$ cat config.mk
export PLATFORM = sky130hd
export DESIGN_NAME = imem_loader
export DESIGN_NICKNAME = d
export VERILOG_FILES = /design/src/rtl/imem_loader_pkg.sv /design/src/rtl/imem_loader_byte_word_packer.sv /design/src/rtl/imem_loader.sv
export SDC_FILE = /design/constraint.sdc
export NUM_CORES = 1
export LEC_CHECK = 0
export CAP_MARGIN = 20
export CELL_PAD_IN_SITES_DETAIL_PLACEMENT = 0
export CELL_PAD_IN_SITES_GLOBAL_PLACEMENT = 1
export CORE_ASPECT_RATIO = 0.6
export CORE_UTILIZATION = 41
export DETAILED_ROUTE_END_ITERATION = 8
export PLACE_DENSITY_LB_ADDON = 0.1
export SLEW_MARGIN = 5
export SYNTH_ARGS = -nofsm -noshare
export SYNTH_HDL_FRONTEND = slang
export SYNTH_SLANG_ARGS = --single-unit
$ cat constraint.sdc
create_clock -name clk -period 2.64 [get_ports clk]
set_input_delay 0.792 -clock clk [delete_from_list [all_inputs] [get_ports clk]]
set_output_delay 0.792 -clock clk [all_outputs]
set_load 0.02 [all_outputs]
$ cat src/rtl/imem_loader_pkg.sv
// Shared definitions for the instruction-memory loader: FSM states and field widths.
package imem_loader_pkg;

  localparam int LEN_W  = 16;
  localparam int BYTE_W = 8;

  typedef enum logic [2:0] {
    HDR_LO = 3'd0,
    HDR_HI = 3'd1,
    DATA   = 3'd2,
    DONE   = 3'd3,
    ERR    = 3'd4
  } state_t;

endpackage

$ cat src/rtl/imem_loader_byte_word_packer.sv
// Assembles little-endian 32-bit words from a byte stream; the first byte lands in bits [7:0].
import imem_loader_pkg::*;

module byte_word_packer (
  input  logic              clk,
  input  logic              rst,
  input  logic              clr,
  input  logic              byte_en,
  input  logic [BYTE_W-1:0] byte_in,
  output logic              word_valid,
  output logic [31:0]       word
);

  logic [1:0]  lane;
  logic [23:0] lo;

  // Lane counter and storage for the first three bytes; clr discards a partial word.
  always_ff @(posedge clk) begin
    if (rst || clr) begin
      lane <= '0;
      lo   <= '0;
    end else if (byte_en) begin
      lane <= lane + 2'd1;
      case (lane)
        2'd0:    lo[7:0]   <= byte_in;
        2'd1:    lo[15:8]  <= byte_in;
        2'd2:    lo[23:16] <= byte_in;
        default: ;
      endcase
    end
  end

  // The fourth byte completes the word directly from the input, so no extra cycle is needed.
  always_comb begin
    word_valid = byte_en && (lane == 2'd3);
    word       = {byte_in, lo};
  end

endmodule

$ cat src/rtl/imem_loader.sv
// Loads a length-prefixed program image from a byte stream into instruction memory,
// holding the CPU in reset until the image is fully written.
import imem_loader_pkg::*;

module imem_loader #(
  parameter int DEPTH  = 256,
  parameter int ADDR_W = 8
) (
  input  logic              clk,
  input  logic              rst,
  input  logic              start,
  input  logic              in_valid,
  output logic              in_ready,
  input  logic [BYTE_W-1:0] in_data,
  output logic              we,
  output logic [ADDR_W-1:0] waddr,
  output logic [31:0]       wdata,
  output logic              cpu_hold,
  output logic              done,
  output logic              err
);

  state_t           state, state_nxt;
  logic [LEN_W-1:0] len;
  logic [LEN_W-1:0] word_cnt;
  logic [LEN_W-1:0] hdr_len;
  logic             xfer;
  logic             pack_en;
  logic             word_valid;
  logic [31:0]      word;
  logic             last_word;

  byte_word_packer u_packer (
    .clk        (clk),
    .rst        (rst),
    .clr        (start),
    .byte_en    (pack_en),
    .byte_in    (in_data),
    .word_valid (word_valid),
    .word       (word)
  );

  // Handshake and decode helpers; a start pulse swallows any concurrent byte.
  always_comb begin
    in_ready  = (state == HDR_LO) || (state == HDR_HI) || (state == DATA);
    xfer      = in_valid && in_ready && !start;
    pack_en   = xfer && (state == DATA);
    hdr_len   = {in_data, len[7:0]};
    last_word = (word_cnt + 16'd1) == len;
    done      = (state == DONE);
    err       = (state == ERR);
    cpu_hold  = (state != DONE);
  end

  // State register.
  always_ff @(posedge clk) begin
    if (rst || start) state <= HDR_LO;
    else              state <= state_nxt;
  end

  // Next-state logic.
  always_comb begin
    state_nxt = state;
    case (state)
      HDR_LO: if (xfer) state_nxt = HDR_HI;
      HDR_HI: begin
        if (xfer) begin
          if (hdr_len == '0)                   state_nxt = DONE;
          else if (hdr_len > LEN_W'(DEPTH))    state_nxt = ERR;
          else                                 state_nxt = DATA;
        end
      end
      DATA:    if (word_valid && last_word) state_nxt = DONE;
      DONE:    state_nxt = DONE;
      ERR:     state_nxt = ERR;
      default: state_nxt = HDR_LO;
    endcase
  end

  // Length capture, word counter and registered write port.
  always_ff @(posedge clk) begin
    if (rst || start) begin
      len      <= '0;
      word_cnt <= '0;
      we       <= 1'b0;
      waddr    <= '0;
      wdata    <= '0;
    end else begin
      we <= 1'b0;
      if (xfer && (state == HDR_LO)) len[7:0]  <= in_data;
      if (xfer && (state == HDR_HI)) len[15:8] <= in_data;
      if (word_valid) begin
        we       <= 1'b1;
        waddr    <= word_cnt[ADDR_W-1:0];
        wdata    <= word;
        word_cnt <= word_cnt + 16'd1;
      end
    end
  end

endmodule
; After elaboration in Yosys (flattened, before gate mapping)
; Cells that the tools add are included.
[word_totals]
reg_bits = 102
inputBits = 12
out_inout_bits = 45
[classes]
n_reduce_logical = 18
magnitude_cmp = 1
n_eq_ne = 12
add_sub_neg = 2
muxes = 7
[op_table]
columns = cell, n
row1 = adder 16 x 1 -> 16 bit (second input constant), 1
row2 = equality test 16 bit, 1
row3 = > comparator 16 x 9 -> 1 bit (second input constant), 1
row4 = zero test 16 bit, 1
row5 = 2-to-1 mux 3 bit, 5
row6 = case mux 3 bit (5 select lines), 1
row7 = logical AND 1 bit, 7
row8 = equality test 3 x 2 -> 1 bit (second input constant), 2
row9 = AND reduction 2 bit, 3
row10 = equality test 2 bit (second input constant), 2
row11 = inequality test 2 bit (second input constant), 2
row12 = equality test 3 x 1 -> 1 bit (second input constant), 1
row13 = equality test 3 bit (second input constant), 1
row14 = zero test 3 bit, 1
row15 = logical OR 1 bit, 3
row16 = inequality test 3 x 2 -> 1 bit (second input constant), 1
row17 = AND reduction 3 bit, 1
row18 = adder 2 x 1 -> 2 bit (second input constant), 1
row19 = equality test 2 x 1 -> 1 bit (second input constant), 1
row20 = zero test 2 bit, 1
row21 = inequality test 2 x 1 -> 1 bit (second input constant), 1
row22 = zero test 1 bit, 1
row23 = 2-to-1 mux 1 bit, 1

; Depth between registers and ports, before layout
[logic_depth]
depth_word = 10
depth_mapped = 8
mapped_depth_nobuf = 7

; Cells and area by module
; A second synthesis with hierarchy kept.
[unflattened]
cells_unflattened = 495
hier_area_um2 = 4775.8
[by_module_without_submodules]
columns = module, seq_area_each_um2, n_inst, cells_each, area_per_inst_um2
row1 = imem_loader, 1521.5, 1, 362, 3385.7
row2 = byte_word_packer, 520.5, 1, 133, 1390.1

; Least setup slack after synthesis
; No wires, ideal clock.
[synth_path]
kind = in2reg
startpoint = in start
endpoint = reg state[0]
slack_ns = 0.356
required_ns = 2.553
stages = 7
arrival_ns = 2.197
path_cell_list = and4bb_1 and3_1 buf_4 o211a_1 o21ai_1 or4_1 o31ai_1
[synth_between]
elab_chain_len = 7
elab_cells_between_ends = 10
classes_between = eq/ne: 3 / reduce/logical: 7
[synth_rtl]
columns = item, line
row1 = "start, declared", imem_loader.sv:11  ; input logic start,
row2 = zero test 1 bit, imem_loader.sv:46  ; xfer = in_valid && in_ready && !start;
row3 = logical AND 1 bit, imem_loader.sv:46
row4 = logical AND 1 bit, imem_loader.sv:47  ; pack_en = xfer && (state == DATA);
row5 = logical AND 1 bit, imem_loader_byte_word_packer.sv:35  ; word_valid = byte_en && (lane == 2'd3);
row6 = logical AND 1 bit, imem_loader.sv:73  ; DATA: if (word_valid && last_word) state_nxt = DONE;
row7 = inequality test 2 x 1 -> 1 bit (no line), --
row8 = AND reduction 3 bit (no line), --
row9 = "end signal, assigned", imem_loader.sv:58  ; else state <= state_nxt;
row10 = "end, declared", imem_loader.sv:23  ; state_t state, state_nxt;
; Several ways; a longest one is shown, not always the timed one.
; A chain may end at the register's enable or synchronous reset.

; Final worst setup path
[layout_path]
startpoint = reg state[1]
endpoint = out done
[layout_between]
elab_chain_len = 1
[layout_rtl]
columns = item, line
row1 = equality test 3 x 2 -> 1 bit, imem_loader.sv:50  ; done = (state == DONE);
row2 = "end, declared", imem_loader.sv:19  ; output logic done,
; No other way between the ends.

==> reports/results.md <==
| Result | This run | Unit |
| --- | --- | --- |
| Leakage power | 1.81 | nW |
| Area used by multi-input combinational logic | 0.00215 | mm² |
| Worst slew margin relative to its limit | 0.310 | - |
| Number of max-slew violations in the final report | 0 | - |
| Floorplan die area | 0.0111 | mm² |
| Final Setup Violations | 0 | - |
| Power spent charging and discharging nets | 0.685 | mW |
| Worst endpoint data arrival time | 1.73 | ns |
| Number of hold-repair buffers added at the cts stage | 0 | - |
| Deepest clock path buffer count | 2 | - |
| Warnings, synthesis | 0 | - |
| Worst setup SP type | flip-flop | - |
| Critical-path maximum fanout | 10 | - |
| Synthesized instance count | 545 | - |
| Width of the die | 136 | µm |
| Post-synthesis register bit count | 102 | - |
| Count of unique library cells instantiated by Yosys | 49 | - |
| Area share of the largest cell type after synthesis | 0.465 | - |
| Number of rows created at floorplan | 28 | - |
| Routability congestion estimate | 0.862 | - |
| Fraction of the yosys area taken by sequential cells | 0.465 | - |
| Number of detailed-route iterations in the first pass | 5 | - |
| Remaining antenna violation count after routing | 0 | - |
| Least setup slack across all paths after layout | 0.115 | ns |
| Pwr Density | 541 | mW/mm² |
| Number of levels the H-tree was split into | 3 | - |
| Starting Density | 0.433 | - |
| Die height | 82.1 | µm |
| Crit share post-route | 0.957 | - |
| Worst-path clk slew | 0.07 | ns |
| Final Hold Vio Count | 0 | - |
| Number of instances resized during post-cts repair | 0 | - |
| Minimum setup slack among reg-to-reg paths | 0.30 | ns |
| CTS root buf | sky130_fd_sc_hd__clkbuf_16 | - |
| Number of top-level pins | 57 | - |
| Area of the core region | 0.0101 | mm² |
| Count of maximum capacitance violations | 0 | - |
| Setup Skew | 0.00779 | ns |
| Critical Path End Type | output pin | - |
| Wire length of the first global-routing pass | 18.1 | mm |
| Peak per-stage delay on the critical path | 0.60 | ns |
| FF/Latch Area | 0.00204 | mm² |
| Fill cells | 956 | - |
| Run status | complete, no violations | - |
| Aggregate global routing overflow | 0 | - |
| Number of vias after detailed routing | 3877 | - |
| Final critical delay including setup and external delays | 2.53 | ns |
| Post-DR vias/cell | 5.23 | - |
| Worst setup slack before clock tree synthesis | -0.156 | ns |
| Count of buffers from port buffering | 56 | - |
| Required time reported for the critical path endpoint | 1.85 | ns |
| Fraction of power spent switching nets | 0.233 | - |
| Design Power | 2.94 | mW |
| First-iteration detailed-routing DRC count | 293 | - |
| Dominant cells by area after synthesis | sky130_fd_sc_hd__dfxtp_1 47%, sky130_fd_sc_hd__nand2_1 11%, sky130_fd_sc_hd__a21oi_1 8.7% | - |
| Synthesized cell area | 0.00439 | mm² |
| Core utilization of the finished layout | 0.538 | - |
| Number of setup buffers added after CTS | 0 | - |
| HPWL Detailed | 8.07 | mm |
| IR Drop Worst-Case VDD | 0.000332 | V |
| Internal power | 2.26 | mW |
| Ant. Diodes | 0 | - |
| Number of antenna violations at the first check in global routing | 0 | - |
| Path category of the worst min-delay check | reg -> reg | - |
| Remaining routing DRC violations | 0 | - |
| Cell with the biggest individual delay on the critical path | sky130_fd_sc_hd__clkdlybuf4s50_1 | - |
| Avg Inst Size Synth | 8.05 | µm² |
| Clock tree from TritonCTS | yes | - |
| Number of sinks driven by the clock tree | 102 | - |
| Number of enable flip-flop cells after synthesis | 0 | - |
| Clock group share of total power | 0.436 | - |
| Critical-path cell list | nand3b_1, inv_1, clkdlybuf4s50_1 | - |
| Flip-flop cell with the highest count after synthesis | sky130_fd_sc_hd__dfxtp_1 | - |
| Most area-hungry cell type in the Yosys netlist | sky130_fd_sc_hd__dfxtp_1 | - |
| Gr usage total | 0.217 | - |
| Crit path buf inv count | 2 | - |
| Clock latency of the later-clocked register in the worst-skew pair | 0.35 | ns |
| Combinational share of power | 0.038 | - |
| Final nets | 619 | - |
| Net Count, Synth | 562 | - |
| Synth-to-Final Area Change | 24.1 | % |
| Share of flip-flops with an asynchronous set or reset after synthesis | 0 | - |
| Top cell family by delay on the critical path | buffers and inverters | - |
| Clock buffer count from CTS | 9 | - |
| Vias in the first global route | 3367 | - |
| FMAX | 396 | MHz |
| Sequential share of power | 0.525 | - |
| Class of the most critical setup path | reg -> out | - |
| Pin count of the biggest net entering global routing | 101 | - |
| Share of layout cells above drive strength 1 | 0.0792 | - |
| Slew @ Worst Pin | 1.03 | ns |
| Mean routed wirelength per cell | 15.5 | µm |
| Wire length reported by the detailed router | 11.5 | mm |
| Setup repair after global routing missed its margin | false | - |
==> registers in the layout, indices dropped and copies added (netlist names) <==
name           flops
len               16
waddr              8
u_packer.lane      2
u_packer.lo       24
state              3
we                 1
word_cnt          16
wdata             32
==> tightest hold or removal path, cell delays in order (launching register included) <==
cell and delay (ns):
sky130_fd_sc_hd__dfxtp_1 0.31, sky130_fd_sc_hd__nand2_1 0.05, sky130_fd_sc_hd__a21oi_1 0.05
==> through the flow <==
stage	cells	setup TNS, ns	hold slack, ns	area [µm²]
5_1_grt	741	0	0.474	5440
6_report	741	0	0.455	5440
3_3_place_gp	726	-0.0766	0.443	5160
4_1_cts	741	0	0.456	5440
2_1_floorplan	545	0	0.432	4390
3_5_place_dp	726	-0.274	0.447	5160
==> routing by layer <==
| layer | vias to the layer above | track usage | share of wire |
|---|---|---|---|
| met3 | 9 | 0.0629 | 0.062 |
| met4 | 0 | 0.0607 | 0.0098 |
| met2 | 105 | 0.293 | 0.39 |
| li1 | 1953 | - | - |
| met1 | 1810 | 0.327 | 0.54 |
| met5 | - | 0 | 0 |
==> layout by cell type (no fill, tap or decap), types with 2 or more instances in the layout <==
| cell | count |
|---|---|
| sky130_fd_sc_hd__clkdlybuf4s50_1 | 56 |
| sky130_fd_sc_hd__and3_1 | 5 |
| sky130_fd_sc_hd__nor4_1 | 4 |
| sky130_fd_sc_hd__clkbuf_16 | 9 |
| sky130_fd_sc_hd__xnor2_1 | 21 |
| sky130_fd_sc_hd__inv_6 | 2 |
| sky130_fd_sc_hd__dfxtp_1 | 102 |
| sky130_fd_sc_hd__o21ai_0 | 3 |
| sky130_fd_sc_hd__a211oi_1 | 3 |
| sky130_fd_sc_hd__or3_1 | 2 |
| sky130_fd_sc_hd__nand2_1 | 129 |
| sky130_fd_sc_hd__and2_1 | 2 |
| sky130_fd_sc_hd__buf_4 | 29 |
| sky130_fd_sc_hd__mux2i_1 | 15 |
| sky130_fd_sc_hd__nand4_1 | 6 |
| sky130_fd_sc_hd__a21oi_1 | 76 |
| sky130_fd_sc_hd__nand4b_1 | 3 |
| sky130_fd_sc_hd__nor2_1 | 43 |
| sky130_fd_sc_hd__xor2_1 | 10 |
| sky130_fd_sc_hd__o31ai_1 | 3 |
| sky130_fd_sc_hd__ha_1 | 5 |
| sky130_fd_sc_hd__nand3b_1 | 2 |
| sky130_fd_sc_hd__nor3_1 | 7 |
| sky130_fd_sc_hd__o211ai_1 | 2 |
| sky130_fd_sc_hd__inv_1 | 7 |
| sky130_fd_sc_hd__a21o_1 | 2 |
| sky130_fd_sc_hd__nand3_1 | 32 |
| sky130_fd_sc_hd__or4_1 | 2 |
| sky130_fd_sc_hd__nor4_2 | 2 |
==> cell usage after synthesis, types with 2 or more instances <==
master                     number
sky130_fd_sc_hd__nor3_1         7
sky130_fd_sc_hd__a211oi_1       3
sky130_fd_sc_hd__nand3b_1       2
sky130_fd_sc_hd__nor2_1        43
sky130_fd_sc_hd__o31ai_1        3
sky130_fd_sc_hd__nand4_1        6
sky130_fd_sc_hd__a21o_1         2
sky130_fd_sc_hd__ha_1           5
sky130_fd_sc_hd__nor4_2         2
sky130_fd_sc_hd__xor2_1        10
sky130_fd_sc_hd__and2_1         2
sky130_fd_sc_hd__nand3_1       32
sky130_fd_sc_hd__clkbuf_1      26
sky130_fd_sc_hd__buf_4          2
sky130_fd_sc_hd__and3_1         5
sky130_fd_sc_hd__xnor2_1       21
sky130_fd_sc_hd__mux2i_1       15
sky130_fd_sc_hd__buf_2          7
sky130_fd_sc_hd__nand2_1      129
sky130_fd_sc_hd__buf_1          2
sky130_fd_sc_hd__nor4_1         4
sky130_fd_sc_hd__o211ai_1       2
sky130_fd_sc_hd__inv_1          7
sky130_fd_sc_hd__dfxtp_1      102
sky130_fd_sc_hd__or4_1          2
sky130_fd_sc_hd__or3_1          2
sky130_fd_sc_hd__o21ai_0        3
sky130_fd_sc_hd__nand4b_1       3
sky130_fd_sc_hd__a21oi_1       76
==> power by group through the flow <==
stage	Sequential [mW]	Clock, mW	Combinational [mW]
6_report	1.55	1.28	0.113
5_1_grt	1.55	1.38	0.122
4_1_cts	1.55	1.31	0.113
3_5_place_dp	1.58	0	0.113
3_3_place_gp	1.58	0	0.112
2_1_floorplan	1.58	0	0.0516
==> path summary, 6_finish.rpt <==
| path | from | endpoint | depth (start not counted) |
|---|---|---|---|
| setup reg to reg | word_cnt[0] | state[0] | 7 |
| setup / recovery | state[1] | done | 3 |
| hold / removal | waddr[7] | waddr[7] | 2 |
| hold reg to reg | waddr[7] | waddr[7] | 2 |
==> logic make-up (layout without fill, tap and decap cells) <==
family,Yosys count,in the layout,synth area share
AND/OR/NAND/NOR,246,246,0.252
flip-flops,102,102,0.465
AO/OA/AOI/OAI,100,100,0.127
buffers and inverters,46,107,0.0451
XOR/XNOR,31,31,0.0619
multiplexers,15,15,0.0342
adder cells (fa/ha/maj),5,5,0.0143
==> area by class of cell <==
class | instances | share of cell area
clock buffers | 10 | 0.0439
inverters | 7 | 0.00483
well taps | 135 | 0.0310
repair buffers | 85 | 0.143
flip-flops and latches | 102 | 0.375
clock inverters | 5 | 0.00781
multi-input cells | 397 | 0.394
Note: power is estimated with default switching activity, not from simulation.
